<file path="src/rtl/proc_ctrl_if.sv">
// Control/datapath boundary of the TinyRV1 five-stage pipeline.
// master = control unit side, slave = datapath side.
interface proc_ctrl_if;
  logic [31:0] d2c_inst;
  logic        d2c_eq_X;
  logic        c2d_reg_en_F;
  logic [1:0]  c2d_pc_sel_F;
  logic        c2d_reg_en_D;
  logic [1:0]  c2d_op1_byp_sel_D;
  logic [1:0]  c2d_op2_byp_sel_D;
  logic        c2d_op1_sel_D;
  logic        c2d_op2_sel_D;
  logic [1:0]  c2d_imm_type_D;
  logic        c2d_alu_fn_X;
  logic        c2d_result_sel_X;
  logic        c2d_wb_sel_M;
  logic        c2d_dmemreq_val;
  logic        c2d_dmemreq_type;
  logic        c2d_rf_wen_W;
  logic [4:0]  c2d_rf_waddr_W;
  logic        c2d_imemreq_val;

  modport master (
    input  d2c_inst, d2c_eq_X,
    output c2d_reg_en_F, c2d_pc_sel_F, c2d_reg_en_D, c2d_op1_byp_sel_D,
           c2d_op2_byp_sel_D, c2d_op1_sel_D, c2d_op2_sel_D, c2d_imm_type_D,
           c2d_alu_fn_X, c2d_result_sel_X, c2d_wb_sel_M, c2d_dmemreq_val,
           c2d_dmemreq_type, c2d_rf_wen_W, c2d_rf_waddr_W, c2d_imemreq_val
  );

  modport slave (
    output d2c_inst, d2c_eq_X,
    input  c2d_reg_en_F, c2d_pc_sel_F, c2d_reg_en_D, c2d_op1_byp_sel_D,
           c2d_op2_byp_sel_D, c2d_op1_sel_D, c2d_op2_sel_D, c2d_imm_type_D,
           c2d_alu_fn_X, c2d_result_sel_X, c2d_wb_sel_M, c2d_dmemreq_val,
           c2d_dmemreq_type, c2d_rf_wen_W, c2d_rf_waddr_W, c2d_imemreq_val
  );
endinterface

</file>
<file path="src/rtl/proc_ctrl.sv">
// TinyRV1 pipeline control: decode in D, per-stage valid/control tracking,
// bypass selection, load-use stall, jump/branch squash and dmem requests.
module proc_ctrl (
  input  logic      clk,
  input  logic      rst,
  proc_ctrl_if.master io_dp
);
  localparam logic [6:0] OP_R     = 7'b0110011;
  localparam logic [6:0] OP_IMM   = 7'b0010011;
  localparam logic [6:0] OP_LOAD  = 7'b0000011;
  localparam logic [6:0] OP_STORE = 7'b0100011;
  localparam logic [6:0] OP_JAL   = 7'b1101111;
  localparam logic [6:0] OP_JALR  = 7'b1100111;
  localparam logic [6:0] OP_BR    = 7'b1100011;

  logic [6:0] w_opc, w_f7;
  logic [2:0] w_f3;
  logic [4:0] w_rd, w_rs1, w_rs2;
  logic       w_add, w_addi, w_mul, w_lw, w_sw, w_jal, w_jr, w_bne;
  logic       w_use1, w_use2, w_wen_D;
  logic       w_stall_raw, w_stall, w_br, w_jump;
  logic       w_hit_X, w_hit_M, w_hit_W, w_rf_wen_W;

  logic       r_val_D, r_val_X, r_val_M, r_val_W;
  logic       r_wen_X, r_lw_X, r_sw_X, r_bne_X, r_mul_X;
  logic       r_wen_M, r_lw_M, r_sw_M, r_wen_W;
  logic [4:0] r_waddr_X, r_waddr_M, r_waddr_W;

  assign w_opc = io_dp.d2c_inst[6:0];
  assign w_rd  = io_dp.d2c_inst[11:7];
  assign w_f3  = io_dp.d2c_inst[14:12];
  assign w_rs1 = io_dp.d2c_inst[19:15];
  assign w_rs2 = io_dp.d2c_inst[24:20];
  assign w_f7  = io_dp.d2c_inst[31:25];

  // Anything not matched stays all-zero, so it flows down the pipe as a NOP.
  always_comb begin
    {w_add, w_addi, w_mul, w_lw, w_sw, w_jal, w_jr, w_bne} = 8'b0;
    case (w_opc)
      OP_R: begin
        w_add = (w_f3 == 3'b000) && (w_f7 == 7'b0000000);
        w_mul = (w_f3 == 3'b000) && (w_f7 == 7'b0000001);
      end
      OP_IMM:   w_addi = (w_f3 == 3'b000);
      OP_LOAD:  w_lw   = (w_f3 == 3'b010);
      OP_STORE: w_sw   = (w_f3 == 3'b010);
      OP_JAL:   w_jal  = 1'b1;
      OP_JALR:  w_jr   = (w_f3 == 3'b000);
      OP_BR:    w_bne  = (w_f3 == 3'b001);
      default:  ;
    endcase
  end

  assign w_use1  = w_add | w_addi | w_mul | w_lw | w_sw | w_jr | w_bne;
  assign w_use2  = w_add | w_mul | w_sw | w_bne;
  assign w_wen_D = w_add | w_addi | w_mul | w_lw | w_jal;

  assign w_hit_X = r_val_X & r_wen_X & (r_waddr_X != 5'd0);
  assign w_hit_M = r_val_M & r_wen_M & (r_waddr_M != 5'd0);
  assign w_hit_W = r_val_W & r_wen_W & (r_waddr_W != 5'd0);

  function automatic logic [1:0] f_byp(input logic used, input logic [4:0] src,
                                       input logic hx, input logic [4:0] ax,
                                       input logic hm, input logic [4:0] am,
                                       input logic hw, input logic [4:0] aw);
    logic [1:0] sel;
    sel = 2'd0;
    if (used && src != 5'd0) begin
      if (hx && ax == src)      sel = 2'd1;
      else if (hm && am == src) sel = 2'd2;
      else if (hw && aw == src) sel = 2'd3;
    end
    return sel;
  endfunction

  assign w_stall_raw = r_val_D & r_val_X & r_lw_X & (r_waddr_X != 5'd0) &
                       ((w_use1 & (w_rs1 == r_waddr_X)) | (w_use2 & (w_rs2 == r_waddr_X)));
  assign w_br    = r_val_X & r_bne_X & ~io_dp.d2c_eq_X;
  assign w_stall = w_stall_raw & ~w_br;
  assign w_jump  = r_val_D & (w_jal | w_jr) & ~w_stall & ~w_br;

  always_ff @(posedge clk) begin
    if (rst) begin
      {r_val_D, r_val_X, r_val_M, r_val_W} <= 4'b0;
      {r_wen_X, r_lw_X, r_sw_X, r_bne_X, r_mul_X} <= 5'b0;
      {r_wen_M, r_lw_M, r_sw_M, r_wen_W} <= 4'b0;
      r_waddr_X <= 5'd0;
      r_waddr_M <= 5'd0;
      r_waddr_W <= 5'd0;
    end else begin
      if (!w_stall) r_val_D <= ~(w_br | w_jump);
      r_val_X   <= r_val_D & ~w_stall & ~w_br;
      r_wen_X   <= w_wen_D;
      r_lw_X    <= w_lw;
      r_sw_X    <= w_sw;
      r_bne_X   <= w_bne;
      r_mul_X   <= w_mul;
      r_waddr_X <= w_rd;
      r_val_M   <= r_val_X;
      r_wen_M   <= r_wen_X;
      r_lw_M    <= r_lw_X;
      r_sw_M    <= r_sw_X;
      r_waddr_M <= r_waddr_X;
      r_val_W   <= r_val_M;
      r_wen_W   <= r_wen_M;
      r_waddr_W <= r_waddr_M;
    end
  end

  assign w_rf_wen_W = r_val_W & r_wen_W;

  // Everything is held at zero while rst is high, independent of stale stage state.
  always_comb begin
    io_dp.c2d_reg_en_F      = 1'b0;
    io_dp.c2d_pc_sel_F      = 2'd0;
    io_dp.c2d_reg_en_D      = 1'b0;
    io_dp.c2d_op1_byp_sel_D = 2'd0;
    io_dp.c2d_op2_byp_sel_D = 2'd0;
    io_dp.c2d_op1_sel_D     = 1'b0;
    io_dp.c2d_op2_sel_D     = 1'b0;
    io_dp.c2d_imm_type_D    = 2'd0;
    io_dp.c2d_alu_fn_X      = 1'b0;
    io_dp.c2d_result_sel_X  = 1'b0;
    io_dp.c2d_wb_sel_M      = 1'b0;
    io_dp.c2d_dmemreq_val   = 1'b0;
    io_dp.c2d_dmemreq_type  = 1'b0;
    io_dp.c2d_rf_wen_W      = 1'b0;
    io_dp.c2d_rf_waddr_W    = 5'd0;
    io_dp.c2d_imemreq_val   = 1'b0;
    if (!rst) begin
      io_dp.c2d_imemreq_val = 1'b1;
      io_dp.c2d_reg_en_F    = ~w_stall;
      io_dp.c2d_reg_en_D    = ~w_stall;
      if (w_br)        io_dp.c2d_pc_sel_F = 2'd3;
      else if (w_jump) io_dp.c2d_pc_sel_F = w_jal ? 2'd1 : 2'd2;
      io_dp.c2d_op1_byp_sel_D = f_byp(r_val_D & w_use1, w_rs1, w_hit_X, r_waddr_X,
                                      w_hit_M, r_waddr_M, w_hit_W, r_waddr_W);
      io_dp.c2d_op2_byp_sel_D = f_byp(r_val_D & w_use2, w_rs2, w_hit_X, r_waddr_X,
                                      w_hit_M, r_waddr_M, w_hit_W, r_waddr_W);
      io_dp.c2d_op1_sel_D = r_val_D & w_jal;
      io_dp.c2d_op2_sel_D = r_val_D & (w_addi | w_lw | w_sw | w_jal);
      if (r_val_D) begin
        if (w_sw)       io_dp.c2d_imm_type_D = 2'd1;
        else if (w_jal) io_dp.c2d_imm_type_D = 2'd2;
        else if (w_bne) io_dp.c2d_imm_type_D = 2'd3;
      end
      io_dp.c2d_alu_fn_X     = r_val_X & r_bne_X;
      io_dp.c2d_result_sel_X = r_val_X & r_mul_X;
      io_dp.c2d_wb_sel_M     = r_val_M & r_lw_M;
      io_dp.c2d_dmemreq_val  = r_val_M & (r_lw_M | r_sw_M);
      io_dp.c2d_dmemreq_type = r_val_M & r_sw_M;
      io_dp.c2d_rf_wen_W     = w_rf_wen_W;
      io_dp.c2d_rf_waddr_W   = w_rf_wen_W ? r_waddr_W : 5'd0;
    end
  end
endmodule

</file>
<file path="src/flat_wrapper.sv">
// flat-port wrapper written by rule: the top's interface ports become plain ports
module proc_ctrl_flat 
  (clk, rst, io_dp_d2c_inst, io_dp_d2c_eq_X, io_dp_c2d_reg_en_F, io_dp_c2d_pc_sel_F, io_dp_c2d_reg_en_D, io_dp_c2d_op1_byp_sel_D, io_dp_c2d_op2_byp_sel_D, io_dp_c2d_op1_sel_D, io_dp_c2d_op2_sel_D, io_dp_c2d_imm_type_D, io_dp_c2d_alu_fn_X, io_dp_c2d_result_sel_X, io_dp_c2d_wb_sel_M, io_dp_c2d_dmemreq_val, io_dp_c2d_dmemreq_type, io_dp_c2d_rf_wen_W, io_dp_c2d_rf_waddr_W, io_dp_c2d_imemreq_val);
  proc_ctrl_if io_dp_i ();
  input  logic clk;
  input  logic rst;
  input wire logic [$bits(io_dp_i.d2c_inst)-1:0] io_dp_d2c_inst;
  input wire logic [$bits(io_dp_i.d2c_eq_X)-1:0] io_dp_d2c_eq_X;
  output wire logic [$bits(io_dp_i.c2d_reg_en_F)-1:0] io_dp_c2d_reg_en_F;
  output wire logic [$bits(io_dp_i.c2d_pc_sel_F)-1:0] io_dp_c2d_pc_sel_F;
  output wire logic [$bits(io_dp_i.c2d_reg_en_D)-1:0] io_dp_c2d_reg_en_D;
  output wire logic [$bits(io_dp_i.c2d_op1_byp_sel_D)-1:0] io_dp_c2d_op1_byp_sel_D;
  output wire logic [$bits(io_dp_i.c2d_op2_byp_sel_D)-1:0] io_dp_c2d_op2_byp_sel_D;
  output wire logic [$bits(io_dp_i.c2d_op1_sel_D)-1:0] io_dp_c2d_op1_sel_D;
  output wire logic [$bits(io_dp_i.c2d_op2_sel_D)-1:0] io_dp_c2d_op2_sel_D;
  output wire logic [$bits(io_dp_i.c2d_imm_type_D)-1:0] io_dp_c2d_imm_type_D;
  output wire logic [$bits(io_dp_i.c2d_alu_fn_X)-1:0] io_dp_c2d_alu_fn_X;
  output wire logic [$bits(io_dp_i.c2d_result_sel_X)-1:0] io_dp_c2d_result_sel_X;
  output wire logic [$bits(io_dp_i.c2d_wb_sel_M)-1:0] io_dp_c2d_wb_sel_M;
  output wire logic [$bits(io_dp_i.c2d_dmemreq_val)-1:0] io_dp_c2d_dmemreq_val;
  output wire logic [$bits(io_dp_i.c2d_dmemreq_type)-1:0] io_dp_c2d_dmemreq_type;
  output wire logic [$bits(io_dp_i.c2d_rf_wen_W)-1:0] io_dp_c2d_rf_wen_W;
  output wire logic [$bits(io_dp_i.c2d_rf_waddr_W)-1:0] io_dp_c2d_rf_waddr_W;
  output wire logic [$bits(io_dp_i.c2d_imemreq_val)-1:0] io_dp_c2d_imemreq_val;
  assign io_dp_i.d2c_inst = io_dp_d2c_inst;
  assign io_dp_i.d2c_eq_X = io_dp_d2c_eq_X;
  assign io_dp_c2d_reg_en_F = io_dp_i.c2d_reg_en_F;
  assign io_dp_c2d_pc_sel_F = io_dp_i.c2d_pc_sel_F;
  assign io_dp_c2d_reg_en_D = io_dp_i.c2d_reg_en_D;
  assign io_dp_c2d_op1_byp_sel_D = io_dp_i.c2d_op1_byp_sel_D;
  assign io_dp_c2d_op2_byp_sel_D = io_dp_i.c2d_op2_byp_sel_D;
  assign io_dp_c2d_op1_sel_D = io_dp_i.c2d_op1_sel_D;
  assign io_dp_c2d_op2_sel_D = io_dp_i.c2d_op2_sel_D;
  assign io_dp_c2d_imm_type_D = io_dp_i.c2d_imm_type_D;
  assign io_dp_c2d_alu_fn_X = io_dp_i.c2d_alu_fn_X;
  assign io_dp_c2d_result_sel_X = io_dp_i.c2d_result_sel_X;
  assign io_dp_c2d_wb_sel_M = io_dp_i.c2d_wb_sel_M;
  assign io_dp_c2d_dmemreq_val = io_dp_i.c2d_dmemreq_val;
  assign io_dp_c2d_dmemreq_type = io_dp_i.c2d_dmemreq_type;
  assign io_dp_c2d_rf_wen_W = io_dp_i.c2d_rf_wen_W;
  assign io_dp_c2d_rf_waddr_W = io_dp_i.c2d_rf_waddr_W;
  assign io_dp_c2d_imemreq_val = io_dp_i.c2d_imemreq_val;
  proc_ctrl u_core (.clk(clk), .rst(rst), .io_dp(io_dp_i));
endmodule
</file>
<file path="config.mk">
export PLATFORM = sky130hd
export DESIGN_NAME = proc_ctrl_flat
export DESIGN_NICKNAME = d
export VERILOG_FILES = /design/src/rtl/proc_ctrl_if.sv /design/src/rtl/proc_ctrl.sv /design/src/flat_wrapper.sv
export SDC_FILE = /design/constraint.sdc
export NUM_CORES = 1
export LEC_CHECK = 0
export ABC_CLOCK_PERIOD_IN_PS = 3300
export CAP_MARGIN = 30
export CORE_ASPECT_RATIO = 1.1
export CORE_MARGIN = 3
export CORE_UTILIZATION = 30
export CTS_CLUSTER_DIAMETER = 120
export DETAILED_ROUTE_END_ITERATION = 8
export GPL_ROUTABILITY_DRIVEN = 0
export SYNTH_ARGS = -nofsm -noshare
export SYNTH_HDL_FRONTEND = slang
export SYNTH_SLANG_ARGS = --single-unit
</file>
<file path="constraint.sdc">
create_clock -name clk -period 3.3 [get_ports clk]
set_input_delay 0.66 -clock clk [delete_from_list [all_inputs] [get_ports clk]]
set_output_delay 0.66 -clock clk [all_outputs]
set_load 0.005 [all_outputs]
</file>
# After elaboration in Yosys (flattened, before gate mapping)
# Cells that the tools add are included.
[word_totals]
word_cells = 139
in_bits = 35
output_inout_bits = 24
reg_bits = 28
[classes]
bitwise_logic = 49
reduce_logical = 17
n_mux = 39
n_eq_ne = 18
[ops]
columns = ["op", "count"]
rows = [
  ["$eq A5 B5 Y1", 8],
  ["$mux W2", 19],
  ["$and A1 B1 Y1", 28],
  ["$reduce_bool A5 Y1", 5],
  ["$eq A7 B7 Y1 const B", 3],
  ["$mux W1", 18],
  ["$or A1 B1 Y1", 17],
  ["$eq A7 B6 Y1 const B", 2],
  ["$logic_and A1 B1 Y1", 10],
  ["$mux W5", 2],
  ["$eq A7 B1 Y1 const B", 1],
  ["$eq A7 B2 Y1 const B", 1],
  ["$eq A7 B5 Y1 const B", 1],
  ["$logic_not A7 Y1", 1],
  ["$not A1 Y1", 4],
  ["$eq A3 B1 Y1 const B", 1],
  ["$eq A3 B2 Y1 const B", 1],
  ["$logic_not A3 Y1", 1],
]

# Longest topological paths before layout
# Gate-level depths: netlist of the first run.
[depth]
depth_word = 19
ltp_mapped = 7
depth_no_buf = 6

# Least setup slack after synthesis of the first run
# No wires, ideal clock.
[synth_timing]
kind = "input to output"
from = "input io_dp_d2c_inst[4]"
to = "output io_dp_c2d_op1_byp_sel_D[1]"
t_arrival_ps = 1762
path_stages = 6
n_path_buf = 0
path_slack_ps = 878
path_cell_list = "and4b_1 -> nand3_2 -> o31ai_1 -> a21oi_1 -> a211o_1 -> nor3_2"
[synth_via]
elab_chain_len = 12
[synth_rtl]
columns = ["item", "line_no", "text"]
rows = [
  ["start, declared", "flat_wrapper.sv:7", "input wire logic [$bits(io_dp_i.d2c_inst)-1:0] io_dp_d2c_inst;"],
  ["$eq A7 B6 Y1 / $eq A7 B5 Y1 (equally long branches)", "proc_ctrl.sv:39", "case (w_opc)"],
  ["$mux W1", "proc_ctrl.sv:39", ""],
  ["$or A1 B1 Y1 (5 in a row)", "proc_ctrl.sv:54", "assign w_use1 = w_add | w_addi | w_mul | w_lw | w_sw | w_jr | w_bne;"],
  ["$or A1 B1 Y1 *", "proc_ctrl.sv:54", ""],
  ["$and A1 B1 Y1 *", "proc_ctrl.sv:136", "io_dp.c2d_op1_byp_sel_D = f_byp(r_val_D & w_use1, w_rs1, w_hit_X, r_waddr_X,"],
  ["$logic_and A1 B1 Y1 *", "proc_ctrl.sv:68", "if (used && src != 5'd0) begin"],
  ["$mux W2 *", "proc_ctrl.sv:68", ""],
  ["$mux W2 *", "proc_ctrl.sv:130", "if (!rst) begin"],
  ["end, declared", "flat_wrapper.sv:12", "output wire logic [$bits(io_dp_i.c2d_op1_byp_sel_D)-1:0] io_dp_c2d_op1_byp_sel_D;"],
]
# Every way passes the cells marked *; elsewhere a longest branch is shown, timed or not.

# Final worst setup path of the first run
[layout_timing]
from = "input io_dp_d2c_inst[0]"
to = "output io_dp_c2d_op1_byp_sel_D[1]"
# The elaborated chain is that of the path after synthesis.

==> results of run 1 <==
## sequential cells by signal (all words and copies together) (netlist names)
| register | flops |
|---|---|
| u_core.r_waddr_M | 5 |
| u_core.r_waddr_W | 5 |
| u_core.r_waddr_X | 5 |
| u_core.r_bne_X | 1 |
| u_core.r_lw_M | 1 |
| u_core.r_lw_X | 1 |
| u_core.r_mul_X | 1 |
| u_core.r_sw_M | 1 |
| u_core.r_sw_X | 1 |
| u_core.r_val_D | 1 |
| u_core.r_val_M | 1 |
| u_core.r_val_W | 1 |
| u_core.r_val_X | 1 |
| u_core.r_wen_M | 1 |
| u_core.r_wen_W | 1 |
| u_core.r_wen_X | 1 |
## power by group through the flow
stage	registers [µW]	logic [µW]	clock network, µW
after floorplan	363	56.3	0
final	359	140	175
after global routing	361	153	196
after detailed placement	367	142	0
after global placement	367	141	0
after CTS	359	141	184
## critical path, stage by stage
cell and delay, ns:
sky130_fd_sc_hd__clkdlybuf4s50_1 0.49, sky130_fd_sc_hd__and4b_1 0.24, sky130_fd_sc_hd__nand3_2 0.12, sky130_fd_sc_hd__o31ai_1 0.21, sky130_fd_sc_hd__a21oi_1 0.13, sky130_fd_sc_hd__a211o_1 0.28, sky130_fd_sc_hd__buf_4 0.15, sky130_fd_sc_hd__nor3_2 0.14
sky130_fd_sc_hd__buf_2 0.12
## final timing paths
check / startpoint / slack [ns] / to
worst max register to register: u_core.r_waddr_X[4]$_SDFF_PP0_ / 1.73 / u_core.r_val_X$_SDFF_PP0_
worst max-delay path: io_dp_d2c_inst[0] / 0.1 / io_dp_c2d_op1_byp_sel_D[1]
worst min register to register: u_core.r_sw_X$_SDFF_PP0_ / 0.44 / u_core.r_sw_M$_SDFF_PP0_
worst min-delay path: u_core.r_sw_X$_SDFF_PP0_ / 0.44 / u_core.r_sw_M$_SDFF_PP0_
## synth_stat cells (all sizes together), types with 5 or more instances
library cell	instances	area, µm²
nand3	10	55.1
nor3	9	50.1
a21oi	7	35.0
nor2	11	41.3
nor2b	23	144
o21ai	7	35.0
and2	9	56.3
nand2	5	18.8
nor3b	5	47.5
xor2	15	131
xnor2	15	131
dfxtp	28	561
## metal layers
| metal | track usage | wire length (µm) |
|---|---|---|
| met5 | 0 | 0 |
| met4 | 0.0445 | 28 |
| met3 | 0.0195 | 195 |
| met2 | 0.265 | 2260 |
| met1 | 0.154 | 1910 |
## cell type report
class                      instances  area (µm²)
fill                             514        2590
multi-input combinational        155        1060
timing repair buffer              88         791
sequential                        28         561
tap                               72        90.1
clock buffer                       3        41.3
inverter                           1        3.75
## timing repair
| action | CTS | global route |
|---|---|---|
| pin swaps | 7 | 2 |
| resized for setup | 17 | 1 |
| endpoints found under the setup margin | 7 | 2 |
| setup buffers | 1 | 0 |
| gates cloned | 0 | 0 |
## stage by stage
stage	instances	cell area [µm²]	hold slack, ns	worst slack (ns)	power, µW
floorplan	188	1630	0.414	0.878	420
global placement	343	2500	0.426	-0.196	508
detailed placement	343	2500	0.424	-0.213	509
CTS	347	2540	0.445	0.0729	685
global route	347	2550	0.457	0.00852	711
finish	347	2550	0.443	0.0974	674
## logic make-up (layout without fill, tap and decap cells)
family / after synthesis / count (layout) / synth area share
simple gates: 97 / 97 / 0.367
xor+xnor: 30 / 30 / 0.161
compound gates: 28 / 28 / 0.113
flops: 28 / 28 / 0.344
buf+inv: 5 / 92 / 0.0138
==> out/results.md, run 1 <==
| Quantity | This run | Unit |
| --- | --- | --- |
| Outcome | complete, no violations | - |
| Fraction of layout cells with a size suffix above 1 | 0.171 | - |
| Register-to-Register Path Depth | 7 | - |
| Number of enable-type register cells in the synthesized netlist | 0 | - |
| Number of hold-slack violations in the final timing report | 0 | - |
| Congestion Overflow GR | 0 | - |
| Fraction of power spent switching nets | 0.237 | - |
| Mean routed wirelength per cell | 12.7 | µm |
| Standard-cell rows | 27 | - |
| Final setup skew | 0.000760 | ns |
| Vias | 1,593 | - |
| Part of the total power dissipated in combinational logic | 0.208 | - |
| Number of antenna violations at the first check in global routing | 0 | - |
| DRC | 0 | - |
| Share of the core filled with cells | 0.496 | - |
| Most frequent cells in the layout | sky130_fd_sc_hd__clkdlybuf4s50_1 (46), sky130_fd_sc_hd__buf_4 (30), sky130_fd_sc_hd__dfxtp_1 (28), sky130_fd_sc_hd__nor2b_1 (23) | - |
| Worst Setup End Kind | output port | - |
| Most common library cell in the layout ignoring fill and taps | sky130_fd_sc_hd__clkdlybuf4s50_1 | - |
| Port buffer count | 58 | - |
| Peak supply drop | 145 | µV |
| Area of the die | 6350 | µm² |
| Proportion of synthesized flip-flops having asynchronous set or reset | 0 | - |
| Cell at the root of the clock tree | sky130_fd_sc_hd__clkbuf_8 | - |
| Max-cap violations | 0 | - |
| CTS buffer count | 3 | - |
| Die Ht | 83.3 | µm |
| Core Region | 5130 | µm² |
| Clock transition at path regs | 0.08 | ns |
| Worst setup path class | in2out | - |
| Effective utilization at floorplan | 0.317 | - |
| Via count of the first global-routing pass | 1,657 | - |
| Reported leakage power | 0.00101 | µW |
| Sequential-to-total area share from yosys stat | 0.344 | - |
| Iteration-0 DRC count of the detailed router | 59 | - |
| Data required time at the worst endpoint | 2.64 | ns |
| Mean instance size in the synthesized netlist | 8.66 | µm² |
| Final HPWL DP | 3740 | µm |
| Number of warnings reported in the yosys synthesis log | 0 | - |
| Total global routing track utilization | 0.138 | - |
| Hold_buf cts | 0 | - |
| Final setup vio count | 0 | - |
| Overall die width | 76.2 | µm |
| Max-slew violation total from the final report | 0 | - |
| Antenna cell count | 0 | - |
| Hold Path Stages | 1 | - |
| Maximum clock frequency | 312 | MHz |
| Max Buffers Root-to-Sink | 2 | - |
| Min cycle time layout | 3.20 | ns |
| Transition time at the pin with the least slew margin | 0.365 | ns |
| FF+latch count, synth | 28 | - |
| Area growth from synthesis to layout | 56.4 | % |
| Maximum number of pins on one net before global-route repair | 15 | - |
| Detail Route Antenna Nets | 0 | - |
| Slew margin rel. | 0.755 | - |
| Global-route wire length before repair | 7230 | µm |
| Maximum fanout along the worst path | 4 | - |
| Power dissipated by switching net loads | 160 | µW |
| Kind of start point of the critical path | primary input | - |
| CTS tree | yes | - |
| Post-route clock period utilization | 0.970 | - |
| RSZ-0062 raised after global routing | no | - |
| Via density | 4.59 | - |
| Int Pwr | 515 | µW |
| Count of mapped cells out of synthesis | 188 | - |
| Number of distinct library cells after synthesis | 44 | - |
| # clock sinks | 28 | - |
| NumNets Final | 312 | - |
| Primary FF master, synth | sky130_fd_sc_hd__dfxtp_1 | - |
| Htree depth | 1 | - |
| Detailed-router iteration count before antenna repair | 4 | - |
| Post-Synthesis Net Count | 223 | - |
| I/O pins | 59 | - |
| Clock latency at the later pin of the worst-skew pair | 0.26 | ns |
| Worst min-delay path category | reg2reg | - |
| Power density over the cells | 265 | nW/µm² |
| Clock network fraction of total power | 0.260 | - |
| Netlist area before placement | 1630 | µm² |
| Part of the power in registers | 0.533 | - |
| Post-Route WL | 4400 | µm |
| Endpoint arrival time on the critical path | 2.54 | ns |
| Setup total negative slack | 0 | ns |
Power figures use the tool's default switching activity.
==> run 2: changes to the inputs <==
ABC_CLOCK_PERIOD_IN_PS = 3200   (was 3300)
clock period = 3.2 ns   (was 3.3 ns; I/O delays follow)
==> out/results.md, run 2 (synthesized netlist as in run 1, its figures left out) <==
| Quantity | This run | Unit | Delta |
| --- | --- | --- | --- |
| Worst min-delay path category | reg2reg | - | unchanged |
| Data required time at the worst endpoint | 2.56 | ns | was 2.64 ns |
| Antenna cell count | 0 | - | unchanged |
| Worst Setup End Kind | output port | - | unchanged |
| Fraction of layout cells with a size suffix above 1 | 0.198 | - | was 0.171 |
| Kind of start point of the critical path | primary input | - | unchanged |
| CTS buffer count | 3 | - | unchanged |
| Final HPWL DP | 3670 | µm | was 3740 µm |
| Max Buffers Root-to-Sink | 2 | - | unchanged |
| Clock transition at path regs | 0.08 | ns | about the same |
| Port buffer count | 58 | - | unchanged |
| Final Cell Area | 2610 | µm² | was 2550 µm² |
| Max-cap violations | 0 | - | unchanged |
| Vias | 1,604 | - | was 1,593 |
| Congestion Overflow GR | 0 | - | unchanged |
| Most frequent cells in the layout | sky130_fd_sc_hd__clkdlybuf4s50_1 (44), sky130_fd_sc_hd__buf_4 (32), sky130_fd_sc_hd__dfxtp_1 (28), sky130_fd_sc_hd__nor2b_1 (23) | - | was sky130_fd_sc_hd__clkdlybuf4s50_1 (46), sky130_fd_sc_hd__buf_4 (30), sky130_fd_sc_hd__dfxtp_1 (28), sky130_fd_sc_hd__nor2b_1 (23) |
| Area of the die | 6350 | µm² | unchanged |
| Core Region | 5130 | µm² | unchanged |
| Series of cell instances along the critical path | clkdlybuf4s50_1 -> and4b_2 -> nand3_4 -> o31ai_2 -> a21oi_1 -> a211o_1 -> nor2_1 -> clkdlybuf4s15_1 | - | was clkdlybuf4s50_1 -> and4b_1 -> nand3_2 -> o31ai_1 -> a21oi_1 -> a211o_1 -> buf_4 -> nor3_2 -> buf_2 |
| Die Ht | 83.3 | µm | unchanged |
| Registers with the most flip-flops | u_core.r_waddr_M: 5 flops, u_core.r_waddr_W: 5 flops, u_core.r_waddr_X: 5 flops | - | unchanged |
| Reported leakage power | 0.00106 | µW | was 0.00101 µW |
| Maximum fanout along the worst path | 4 | - | unchanged |
| Top delay family on crit path | buffers and inverters | - | unchanged |
| Clock latency at the later pin of the worst-skew pair | 0.27 | ns | was 0.26 ns |
| DRC | 0 | - | unchanged |
| Maximum clock frequency | 320 | MHz |  |
| Maximum cell stage delay along the critical path | 0.48 | ns | was 0.49 ns |
| Final setup skew | 0.00780 | ns | was 0.000760 ns |
| Endpoint arrival time on the critical path | 2.48 | ns | was 2.54 ns |
| Htree depth | 1 | - | unchanged |
| Iteration-0 DRC count of the detailed router | 78 | - | was 59 |
| Post-route clock period utilization | 0.975 | - |  |
| NumNets Final | 314 | - | was 312 |
| Number of antenna violations at the first check in global routing | 0 | - | unchanged |
| Total global routing track utilization | 0.143 | - | was 0.138 |
| Effective utilization at floorplan | 0.317 | - | unchanged |
| Peak supply drop | 161 | µV | was 145 µV |
| Hold path startpoint | u_core.r_sw_X$_SDFF_PP0_ | - | unchanged |
| Global-route wire length before repair | 7530 | µm | was 7230 µm |
| Detailed-router iteration count before antenna repair | 4 | - | unchanged |
| Number of hold-slack violations in the final timing report | 0 | - | unchanged |
| Maximum number of pins on one net before global-route repair | 21 | - | was 15 |
| Slowest-stage cell, CP | sky130_fd_sc_hd__clkdlybuf4s50_1 | - | unchanged |
| Final setup vio count | 0 | - | unchanged |
| Overall die width | 76.2 | µm | unchanged |
| Standard-cell rows | 27 | - | unchanged |
| Max-slew violation total from the final report | 0 | - | unchanged |
| Cell at the root of the clock tree | sky130_fd_sc_hd__clkbuf_8 | - | unchanged |
| Buffer and inverter count on the worst path | 2 | - | was 3 |
| Most common library cell in the layout ignoring fill and taps | sky130_fd_sc_hd__clkdlybuf4s50_1 | - | unchanged |
| Mean routed wirelength per cell | 12.8 | µm | was 12.7 µm |
| Detail Route Antenna Nets | 0 | - | unchanged |
| Share of the core filled with cells | 0.508 | - | was 0.496 |
| Area growth from synthesis to layout | 60.3 | % | was 56.4% |
| Transition time at the pin with the least slew margin | 0.329 | ns | was 0.365 ns |
| I/O pins | 59 | - | unchanged |
| CTS tree | yes | - | unchanged |
| Power density over the cells | 279 | nW/µm² | was 265 nW/µm² |
| # clock sinks | 28 | - | unchanged |
| Placed cell areas | 2500 | µm² | unchanged |
| Critical R2R Launch | u_core.r_waddr_X[4]$_SDFF_PP0_ | - | unchanged |
| Outcome | complete, no violations | - | unchanged |
| Via count of the first global-routing pass | 1,664 | - | was 1,657 |
| Via density | 4.58 | - | was 4.59 |
| Post-Route WL | 4470 | µm | was 4400 µm |
| Slew margin rel. | 0.780 | - | was 0.755 |
| Worst setup path class | in2out | - | unchanged |
| Startpoint of the worst setup timing path | io_dp_d2c_inst[0] | - | unchanged |
| Min cycle time layout | 3.12 | ns |  |
run 2: stage by stage:
step                      worst slack (ns)  instances  hold slack [ns]  power, µW  setup TNS (ns)
after floorplan                      0.818        188            0.414        433               0
after global placement              -0.263        343            0.423        522           -1.27
after detailed placement            -0.318        343            0.433        523           -1.56
after CTS                          0.00217        348            0.454        734               0
after global routing              -0.00863        350            0.480        767        -0.00863
final                               0.0796        350            0.449        728               0
run 2: final timing paths:
path         cells past startpoint                         end  slack, ns
min reg2reg                      1    u_core.r_sw_M$_SDFF_PP0_       0.45
max                              8  io_dp_c2d_op1_byp_sel_D[0]       0.08
max reg2reg                      7   u_core.r_val_X$_SDFF_PP0_       1.62
min                              1    u_core.r_sw_M$_SDFF_PP0_       0.45
run 2: power by group:
group,switching (µW),total [µW],internal [µW]
sequential,12.1,370,358
clock,102,212,110
combinational,57.9,146,88.1
total,172,728,556
run 2: repair_timing:
| item | in CTS | in global routing |
|---|---|---|
| gates resized for setup | 18 | 9 |
| pin swaps | 4 | 10 |
| cloned | 0 | 0 |
| setup endpoints to repair | 7 | 7 |
| hold buffers | 0 | 0 |
| setup buffers | 1 | 2 |
run 2: cell type report:
cell class                      count  area (µm²)
Multi-Input combinational cell    155        1090
Timing Repair Buffer               90         812
Fill cell                         502        2530
Tap cell                           72        90.1
Inverter                            1        3.75
Sequential cell                    28         561
Clock buffer                        4        55.1
run 2: metal layers:
layer	wire length [µm]	track usage
met5	0	0
met4	53	0.0395
met3	240	0.0271
met2	2260	0.269
met1	1910	0.162
==> run 3: changes to the inputs <==
CORE_ASPECT_RATIO = 1.4   (was 1.1)
RECOVER_POWER = 50   (was not set)
==> out/results.md, run 3 (synthesized netlist as in run 1, its figures left out) <==
| Quantity | This run | Unit | Delta |
| --- | --- | --- | --- |
| Global-route wire length before repair | 7380 | µm | was 7530 µm |
| Post-Route WL | 4650 | µm | was 4470 µm |
| Registers with the most flip-flops | u_core.r_waddr_M: 5 flops, u_core.r_waddr_W: 5 flops, u_core.r_waddr_X: 5 flops | - | unchanged |
| Reported leakage power | 0.00108 | µW | was 0.00106 µW |
| Htree depth | 1 | - | unchanged |
| Number of antenna violations at the first check in global routing | 0 | - | unchanged |
| Capture point of the worst reg-to-reg path | u_core.r_val_X$_SDFF_PP0_ | - | unchanged |
| Most common library cell in the layout ignoring fill and taps | sky130_fd_sc_hd__clkdlybuf4s50_1 | - | unchanged |
| Final setup skew | 0.00602 | ns | was 0.00780 ns |
| Startpoint of the worst setup timing path | io_dp_d2c_inst[0] | - | unchanged |
| CTS buffer count | 3 | - | unchanged |
| Register-to-Register Path Depth | 7 | - | unchanged |
| Antenna cell count | 0 | - | unchanged |
| Post-route setup slack | 0.117 | ns | was 0.0796 ns |
| # clock sinks | 28 | - | unchanged |
| Core Region | 5200 | µm² | was 5130 µm² |
| Via density | 4.74 | - | was 4.58 |
| Post-route clock period utilization | 0.963 | - | was 0.975 |
| Most frequent cells in the layout | sky130_fd_sc_hd__clkdlybuf4s50_1 (43), sky130_fd_sc_hd__buf_4 (35), sky130_fd_sc_hd__dfxtp_1 (28), sky130_fd_sc_hd__nor2b_1 (23) | - | was sky130_fd_sc_hd__clkdlybuf4s50_1 (44), sky130_fd_sc_hd__buf_4 (32), sky130_fd_sc_hd__dfxtp_1 (28), sky130_fd_sc_hd__nor2b_1 (23) |
| Max-cap violations | 0 | - | unchanged |
| I/O pins | 59 | - | unchanged |
| Iteration-0 DRC count of the detailed router | 34 | - | was 78 |
| Fraction of layout cells with a size suffix above 1 | 0.201 | - | was 0.198 |
| Critical R2R Launch | u_core.r_waddr_X[4]$_SDFF_PP0_ | - | unchanged |
| Worst min-delay path category | reg2reg | - | unchanged |
| Max-slew violation total from the final report | 0 | - | unchanged |
| Overall die width | 68.3 | µm | was 76.2 µm |
| Power density over the cells | 301 | nW/µm² | was 279 nW/µm² |
| Vias | 1,660 | - | was 1,604 |
| Hold slack | 0.449 | ns | about the same |
| Die Ht | 93.2 | µm | was 83.3 µm |
| Maximum clock frequency | 324 | MHz | was 320 MHz |
| Peak supply drop | 182 | µV | was 161 µV |
| Worst setup path class | in2out | - | unchanged |
| Layout filler cell count | 523 | - | was 502 |
| Via count of the first global-routing pass | 1,639 | - | was 1,664 |
| Cell at the root of the clock tree | sky130_fd_sc_hd__clkbuf_8 | - | unchanged |
| Final setup vio count | 0 | - | unchanged |
| Min cycle time layout | 3.08 | ns | was 3.12 ns |
| Maximum number of pins on one net before global-route repair | 19 | - | was 21 |
| Total global routing track utilization | 0.152 | - | was 0.143 |
| Congestion Overflow GR | 0 | - | unchanged |
| Detail Route Antenna Nets | 0 | - | unchanged |
| Met1 usage | 0.159 | - | was 0.162 |
| Overall Power | 794 | µW | was 728 µW |
| Worst Setup End Kind | output port | - | unchanged |
| Detailed-router iteration count before antenna repair | 4 | - | unchanged |
| CTS tree | yes | - | unchanged |
| Final HPWL DP | 3910 | µm | was 3670 µm |
| Endpoint arrival time on the critical path | 2.44 | ns | was 2.48 ns |
| Transition time at the pin with the least slew margin | 0.270 | ns | was 0.329 ns |
| Port buffer count | 58 | - | unchanged |
| Met2 track demand over resource | 0.291 | - | was 0.269 |
| Critical path endpoint | io_dp_c2d_reg_en_D | - | was io_dp_c2d_op1_byp_sel_D[0] |
| Slew margin rel. | 0.819 | - | was 0.780 |
| Area growth from synthesis to layout | 62.1 | % | was 60.3% |
| Max Buffers Root-to-Sink | 2 | - | unchanged |
| NumNets Final | 320 | - | was 314 |
| GRT busiest layer | met2 | - | unchanged |
| Maximum fanout along the worst path | 3 | - | was 4 |
| Worst-case register-to-register setup slack | 1.62 | ns | about the same |
| Clock latency at the later pin of the worst-skew pair | 0.27 | ns | about the same |
| Outcome | complete, no violations | - | unchanged |
| Setup total negative slack | 0 | ns | unchanged |
| Data required time at the worst endpoint | 2.56 | ns | about the same |
| Standard-cell rows | 31 | - | was 27 |
| Effective utilization at floorplan | 0.313 | - | was 0.317 |
| Area of the die | 6360 | µm² | was 6350 µm² |
| Mean routed wirelength per cell | 13.3 | µm | was 12.8 µm |
| Clock transition at path regs | 0.09 | ns | was 0.08 ns |
| Worst setup slack after placement | -0.276 | ns | was -0.318 ns |
| DRC | 0 | - | unchanged |
| Number of hold-slack violations in the final timing report | 0 | - | unchanged |
| Met3 usage | 0.0216 | - | was 0.0271 |
| Kind of start point of the critical path | primary input | - | unchanged |
-- run 3: cell count changes in the layout (fill, tap and decap cells not counted), moves of 2 or more --
cell and delta:
sky130_fd_sc_hd__nor2_1 -2, sky130_fd_sc_hd__nor2_2 +2, sky130_fd_sc_hd__buf_4 +3, sky130_fd_sc_hd__clkbuf_2 +2
sky130_fd_sc_hd__clkbuf_1 +3
-- run 3: metal layers --
| layer | up-vias | routed length [µm] | share of wire |
|---|---|---|---|
| li1 | 848 | - | - |
| met5 | - | 0 | 0 |
| met2 | 54 | 2500 | 0.54 |
| met1 | 751 | 1810 | 0.39 |
| met3 | 7 | 232 | 0.050 |
| met4 | 0 | 104 | 0.022 |
-- run 3: area by class of cell --
class	instances	area [µm²]	area share
Timing Repair Buffer	96	841	0.319
Sequential cell	28	561	0.212
Multi-Input combinational cell	155	1080	0.409
Tap cell	66	82.6	0.0313
Clock inverter	1	30.0	0.0114
Clock buffer	3	41.3	0.0156
Inverter	1	3.75	0.00142
-- run 3: worst min path at each step --
stage | start | to | slack, ns | cells past startpoint
3_5_place_dp | u_core.r_sw_X$_SDFF_PP0_ | u_core.r_sw_M$_SDFF_PP0_ | 0.43 | 1
3_3_place_gp | u_core.r_sw_X$_SDFF_PP0_ | u_core.r_sw_M$_SDFF_PP0_ | 0.42 | 1
5_1_grt | u_core.r_sw_X$_SDFF_PP0_ | u_core.r_sw_M$_SDFF_PP0_ | 0.46 | 1
4_1_cts | u_core.r_sw_X$_SDFF_PP0_ | u_core.r_sw_M$_SDFF_PP0_ | 0.45 | 1
2_1_floorplan | u_core.r_sw_X$_SDFF_PP0_ | u_core.r_sw_M$_SDFF_PP0_ | 0.41 | 1
6_report | u_core.r_sw_X$_SDFF_PP0_ | u_core.r_sw_M$_SDFF_PP0_ | 0.45 | 1
-- run 3: worst max-delay path, stage by stage --
cell and delay [ns]:
sky130_fd_sc_hd__clkdlybuf4s50_1 0.49, sky130_fd_sc_hd__and4b_1 0.24, sky130_fd_sc_hd__nand3_2 0.10, sky130_fd_sc_hd__buf_4 0.15, sky130_fd_sc_hd__o31ai_2 0.16, sky130_fd_sc_hd__nand3_1 0.14
sky130_fd_sc_hd__a21oi_2 0.20, sky130_fd_sc_hd__nor2_2 0.05, sky130_fd_sc_hd__dlygate4sd2_1 0.26
-- run 3: what timing repair did --
action / 4_1_cts / 5_1_grt
endpoints found under the setup margin: 7 / 7
pin swaps: 4 / 5
hold buffers: 0 / 0
endpoints found under the hold margin: 0 / 0
resized for setup: 16 / 10
setup buffers: 1 / 1
-- run 3: power by group --
group | internal, µW | total [µW] | switching [µW]
Combinational | 91.2 | 150 | 59.0
Sequential | 358 | 371 | 12.6
Clock | 167 | 273 | 106
-- run 3: metrics by stage --
| step | instance area (µm²) | std cells | utilization |
|---|---|---|---|
| final | 2640 | 350 | 0.508 |
| after global routing | 2640 | 350 | 0.508 |
| after CTS | 2630 | 349 | 0.507 |
| after detailed placement | 2540 | 344 | 0.489 |
| after global placement | 2540 | 344 | 0.489 |
| after floorplan | 1630 | 188 | - |
